## src/rtl/dilithium_out_downsizer.sv

```systemverilog
// dilithium_out_downsizer
//   Buffers the 64-bit result stream of the Dilithium core in a small FIFO and
//   emits each buffered beat as two 32-bit words for the host bus. It also
//   keeps a per-frame word counter and a frame_done pulse for the host status
//   register.
//   Optional feature: define DILITHIUM_DOWNSIZER_TRIM_EN to add s_last_half.
//   A final beat flagged with it is shortened to its first-emitted half.
//   Reset rst is asynchronous and active-low.
module dilithium_out_downsizer #(
  parameter int DEPTH     = 4,   // FIFO entries; power of two, >= 2
  parameter bit LOW_FIRST = 1'b1 // 1: bits[31:0] leave first
) (
  input  logic        clk,
  input  logic        rst,
  input  logic        s_valid,
  output logic        s_ready,
  input  logic [63:0] s_data,
  input  logic        s_last,
`ifdef DILITHIUM_DOWNSIZER_TRIM_EN
  input  logic        s_last_half,
`endif
  output logic        m_valid,
  input  logic        m_ready,
  output logic [31:0] m_data,
  output logic        m_last,
  output logic [15:0] words_out,
  output logic        frame_done
);

  localparam int AW = $clog2(DEPTH);
  localparam int CW = $clog2(DEPTH) + 1;
  localparam logic [CW-1:0] FULL = CW'(DEPTH);

  // Entry storage; it is not reset because occupancy is tracked by count_q.
  logic [63:0]   mem_data [DEPTH];
  logic          mem_last [DEPTH];
`ifdef DILITHIUM_DOWNSIZER_TRIM_EN
  logic          mem_half [DEPTH];
`endif

  logic [AW-1:0] wr_ptr_q, wr_ptr_d;
  logic [AW-1:0] rd_ptr_q, rd_ptr_d;
  logic [CW-1:0] count_q,  count_d;
  logic          sel_q,    sel_d;
  logic          ready_en_q;      // keeps s_ready low until the first edge after reset
  logic [15:0]   words_q,  words_d;
  logic          done_q,   done_d;
  logic [31:0]   hold_q;          // last word shown; presented while the FIFO is empty

  logic          push;
  logic          pop_hs;
  logic          free;
  logic [63:0]   cur_entry;
  logic          cur_last;
  logic          cur_trim;
  logic [31:0]   first_half;
  logic [31:0]   second_half;
  logic [31:0]   cur_word;

  assign cur_entry   = mem_data[rd_ptr_q];
  assign cur_last    = mem_last[rd_ptr_q];
`ifdef DILITHIUM_DOWNSIZER_TRIM_EN
  assign cur_trim    = cur_last && mem_half[rd_ptr_q];
`else
  assign cur_trim    = 1'b0;
`endif
  assign first_half  = LOW_FIRST ? cur_entry[31:0]  : cur_entry[63:32];
  assign second_half = LOW_FIRST ? cur_entry[63:32] : cur_entry[31:0];
  assign cur_word    = sel_q ? second_half : first_half;

  // s_ready depends on registered occupancy only, so a full FIFO never admits a push.
  assign s_ready    = ready_en_q && (count_q != FULL);
  assign push       = s_valid && s_ready;
  assign m_valid    = (count_q != '0);
  assign pop_hs     = m_valid && m_ready;
  // An entry is freed after its second word, or after its only word when trimmed.
  assign free       = pop_hs && (sel_q || cur_trim);
  assign m_data     = m_valid ? cur_word : hold_q;
  assign m_last     = m_valid && cur_last && (sel_q || cur_trim);
  assign words_out  = words_q;
  assign frame_done = done_q;

  // Write the accepted beat into the slot at the write pointer.
  always_ff @(posedge clk) begin
    if (push) begin
      mem_data[wr_ptr_q] <= s_data;
      mem_last[wr_ptr_q] <= s_last;
`ifdef DILITHIUM_DOWNSIZER_TRIM_EN
      mem_half[wr_ptr_q] <= s_last_half;
`endif
    end
  end

  // Next-state for pointers, occupancy, half select and frame status.
  always_comb begin
    wr_ptr_d = wr_ptr_q;
    rd_ptr_d = rd_ptr_q;
    count_d  = count_q;
    sel_d    = sel_q;
    words_d  = done_q ? 16'd0 : words_q;
    done_d   = 1'b0;

    if (push) begin
      wr_ptr_d = wr_ptr_q + AW'(1);
    end
    if (free) begin
      rd_ptr_d = rd_ptr_q + AW'(1);
    end
    case ({push, free})
      2'b10:   count_d = count_q + CW'(1);
      2'b01:   count_d = count_q - CW'(1);
      default: count_d = count_q;
    endcase

    if (pop_hs) begin
      // Low select moves to the second half unless the entry is trimmed.
      sel_d  = !sel_q && !cur_trim;
      done_d = m_last;
      if (words_d != 16'hFFFF) begin
        words_d = words_d + 16'd1;
      end
    end
  end

  // State registers with asynchronous active-low reset.
  always_ff @(posedge clk or negedge rst) begin
    if (!rst) begin
      wr_ptr_q   <= '0;
      rd_ptr_q   <= '0;
      count_q    <= '0;
      sel_q      <= 1'b0;
      ready_en_q <= 1'b0;
      words_q    <= 16'd0;
      done_q     <= 1'b0;
      hold_q     <= 32'd0;
    end else begin
      wr_ptr_q   <= wr_ptr_d;
      rd_ptr_q   <= rd_ptr_d;
      count_q    <= count_d;
      sel_q      <= sel_d;
      ready_en_q <= 1'b1;
      words_q    <= words_d;
      done_q     <= done_d;
      if (m_valid) begin
        hold_q <= cur_word;
      end
    end
  end

endmodule
```

## config.mk

```make
export PLATFORM = sky130hd
export DESIGN_NAME = dilithium_out_downsizer
export DESIGN_NICKNAME = d
export VERILOG_FILES = /design/src/rtl/dilithium_out_downsizer.sv
export SDC_FILE = /design/constraint.sdc
export NUM_CORES = 1
export LEC_CHECK = 0
export ABC_AREA = 1
export ABC_CLOCK_PERIOD_IN_PS = 4000
export BUFFER_PORTS_ARGS = -buffer_cell sky130_fd_sc_hd__buf_2
export CORE_MARGIN = 8
export CORE_UTILIZATION = 40
export CTS_BUF_LIST = sky130_fd_sc_hd__clkbuf_4 sky130_fd_sc_hd__clkbuf_8 sky130_fd_sc_hd__clkbuf_16
export DETAILED_ROUTE_END_ITERATION = 7
export PLACE_DENSITY = 0.57
export SKIP_LAST_GASP = 1
export SYNTH_ARGS = -nofsm -noshare
export SYNTH_HDL_FRONTEND = slang
export SYNTH_SLANG_ARGS = --single-unit
```

## constraint.sdc

```tcl
create_clock -name clk -period 4 [get_ports clk]
set_clock_uncertainty 0.15 [all_clocks]
set_input_delay 1 -clock clk [delete_from_list [all_inputs] [get_ports clk]]
set_output_delay 1 -clock clk [all_outputs]
set_load 0.05 [all_outputs]
```

==> results.txt <==
worst-case reg-to-reg path depth -> 5
routed vias -> 8201
clock sinks -> 318
count of H-tree levels built during CTS -> 2
area share of the largest cell type after synthesis -> 61.27%
total cell area at the placement stage -> 13860 um2
Routed wire per std cell -> 18.90 um
vias per std cell -> 5.129
HPWL Detailed -> 18.05 mm
mean instance size in the synthesized netlist -> 12.18 um2
Primary FF master, synth -> sky130_fd_sc_hd__edfxtp_1
Final setup viols -> 0
async set-or-reset flop fraction in the synthesized netlist -> 18.24%
Port-buffer cells -> 120
fin nets -> 1249
starting density of the core -> 40.48%
kind of end point of the critical path -> output port
end point of the critical path -> m_data[11]
final-report max-slew violation count -> 0
count of hold buffers inserted by post-cts repair -> 0
post-synthesis instance area -> 12740 um2
number of storage elements in the synthesis netlist -> 318
post-synthesis sequential area ratio -> 72.66%
number of ports placed on the die boundary -> 121
final cell utilization of the core -> 47.48%
number of different library cells in the post-synthesis netlist -> 32
number of violations reported at the end of detailed-routing iteration 0 -> 419
buffers inserted during post-CTS setup optimization -> 0
row count -> 65
Post-Syn Nets -> 1122
relative slew slack -> 53.67%
Post-Place Worst Slack -> 901.7 ps
later-pin clock latency in the skew report -> 500 ps
cell types occupying the most area after synthesis -> sky130_fd_sc_hd__edfxtp_1 61%, sky130_fd_sc_hd__dfrtp_1 11%, sky130_fd_sc_hd__o21ai_0 5.3%
Worst Slack Setup Final -> 415.5 ps
total non-filler cell area in the finished layout -> 14940 um2
Core Region -> 31470 um2
warning count from the yosys run -> 0
total inserted antenna cells -> 0
sequential cell area -> 9264 um2
most instantiated cells after synthesis -> 260 x sky130_fd_sc_hd__edfxtp_1, 158 x sky130_fd_sc_hd__nor2_1, 156 x sky130_fd_sc_hd__nand2_1
Critical Setup Path Class -> register to output port
clk buf depth -> 3
Inserted Clock Buffers -> 35
crit path from -> rd_ptr_q[0]
die outline width -> 194.5 um
quantity of gates resized following cts -> 0
Total Routing Usage GR -> 15.82%
data arrival time of the worst path -> 2430 ps
Final Hold Violating Endpoints -> 0
DRT antenna net count -> 0
total wire length -> 30.23 mm
vias in the first global route -> 8264
post-route non-filler standard cell count -> 1599
Crit Path Max Fanout -> 36
total die area -> 37820 um2
Leakage Power -> 5.609 nW
data required time at the worst endpoint -> 2850 ps
Critical R2R Capture -> mem_data[0][62]
Final period util -> 89.61%
vertical extent of the die -> 194.5 um
startpoint type of the worst setup path -> register
RSZ-0062 raised after global routing -> no
Reg-to-Reg Start -> count_q[0]
Area Growth Syn to Fin -> 17.27%
pin count of the biggest net entering global routing -> 118
maximum ir drop on the vdd rail -> 0.5607 mV
Max Freq -> 0.2790 GHz
result of the run -> finished clean
TritonCTS clock tree -> built
register-to-register path setup slack -> 1470 ps
initial antenna violation count -> 5
Post-synth EDFFs -> 260
min-delay worst type -> register to register
fraction of layout cells with a size suffix above 1 -> 19.88%
pin slew with the least headroom to its limit -> 694.9 ps
max cap viols -> 0
Synth Instances -> 1046
combined area of the multi-input logic cells -> 3068 um2
Remaining Overflow, GRT -> 0
area leader, netlist -> sky130_fd_sc_hd__edfxtp_1
instance count after placement with tap cells included -> 1538
Pre-Repair DR Iteration Count -> 5
Clock transition at path regs -> 60 ps
time the final worst path needs with I/O delays and setup -> 3585 ps
Residual DRC -> 0
count of fill cells added during filler insertion -> 2860
wire length of the first global-routing pass -> 47.63 mm
global placement routability congestion -> 0.7911
most numerous cell in the Yosys netlist -> sky130_fd_sc_hd__edfxtp_1
root cell of the clock tree -> sky130_fd_sc_hd__clkbuf_16
power per unit of standard cell area -> 816.3 nW/um2
-- through the flow --
stage	hold slack, ps	setup TNS, ps	total power, mW
2_1_floorplan	318.4	-136770	7.894
3_3_place_gp	333.7	0	9.285
3_5_place_dp	328.3	0	9.311
4_1_cts	348.1	0	12.37
5_1_grt	357.8	0	12.89
6_report	338.7	0	12.20
-- critical path: stages (launching register included) --
cell                      delay [ps]
sky130_fd_sc_hd__dfrtp_4         570
sky130_fd_sc_hd__inv_4           340
sky130_fd_sc_hd__buf_12          250
sky130_fd_sc_hd__nor2_1           60
sky130_fd_sc_hd__o22ai_1         190
sky130_fd_sc_hd__nand2_1          70
sky130_fd_sc_hd__nand3_1         170
sky130_fd_sc_hd__buf_2           300
-- routing by layer --
metal  up-vias  track usage (%)  share of wire [%]
met3        52            3.144                4.7
met5         -                0               0.21
met1      4004            20.56                 45
li1       3951                -                  -
met4        10            4.187                1.7
met2       184            26.75                 48
-- layout by cell type, fill, tap and decap left out, types with 2 or more instances in the layout --
master / count
sky130_fd_sc_hd__edfxtp_1: 260
sky130_fd_sc_hd__nand2_1: 156
sky130_fd_sc_hd__nor2_1: 153
sky130_fd_sc_hd__o21ai_0: 136
sky130_fd_sc_hd__buf_2: 120
sky130_fd_sc_hd__o22ai_1: 65
sky130_fd_sc_hd__dfrtp_1: 56
sky130_fd_sc_hd__nand3_1: 53
sky130_fd_sc_hd__inv_1: 40
sky130_fd_sc_hd__clkbuf_16: 35
sky130_fd_sc_hd__buf_4: 21
sky130_fd_sc_hd__nor2_4: 12
sky130_fd_sc_hd__clkinv_1: 8
sky130_fd_sc_hd__nor2_2: 7
sky130_fd_sc_hd__nand2_2: 6
sky130_fd_sc_hd__xor2_1: 6
sky130_fd_sc_hd__o21ai_1: 6
sky130_fd_sc_hd__ha_1: 6
sky130_fd_sc_hd__clkbuf_4: 6
sky130_fd_sc_hd__nand2_4: 5
sky130_fd_sc_hd__clkinv_2: 5
sky130_fd_sc_hd__clkbuf_8: 5
sky130_fd_sc_hd__xnor2_1: 4
sky130_fd_sc_hd__buf_12: 4
sky130_fd_sc_hd__inv_2: 3
sky130_fd_sc_hd__a21oi_1: 3
sky130_fd_sc_hd__nand4_1: 3
sky130_fd_sc_hd__nand3_2: 2
-- logic make-up after synthesis --
| logic type | count (synthesis) | share of synthesized area (%) |
|---|---|---|
| compound gates | 211 | 8.945 |
| flops | 318 | 72.66 |
| other cells | 1 | 0.02943 |
| xor+xnor | 10 | 0.6873 |
| fa+ha+maj | 7 | 0.7463 |
| buf+inv | 101 | 3.555 |
| simple gates | 398 | 13.37 |
-- state kept, by name (all words and copies together) (netlist names) --
signal and count:
mem_data 256, count_q 3, frame_done 1, hold_q 32, wr_ptr_q 2, ready_en_q 1
sel_q 1, mem_last 4, words_out 16, rd_ptr_q 2
-- power breakdown --
part           leakage (nW)  switching [mW]  total, mW  internal [mW]
sequential             3.08           0.180       4.31           4.13
combinational          1.99            3.69       4.87           1.18
clock                 0.542            1.22       3.02           1.80
-- cell type report --
| type | instances | area share [%] |
|---|---|---|
| sequential | 318 | 61.99 |
| multi-input combinational | 627 | 20.53 |
| clock buffer | 46 | 6.623 |
| timing repair buffer | 145 | 5.610 |
| tap | 402 | 3.366 |
| inverter | 46 | 1.231 |
| clock inverter | 15 | 0.6447 |
-- worst min path at each step --
stage	start	end	slack, ps	depth (start not counted)
2_1_floorplan	count_q[0]	count_q[0]	320	1
3_3_place_gp	hold_q[9]	hold_q[9]	330	2
3_5_place_dp	hold_q[29]	hold_q[29]	330	2
4_1_cts	hold_q[3]	hold_q[3]	350	2
5_1_grt	hold_q[12]	hold_q[12]	360	2
6_report	hold_q[0]	hold_q[0]	340	2
Note: power is estimated with default switching activity, not from simulation.
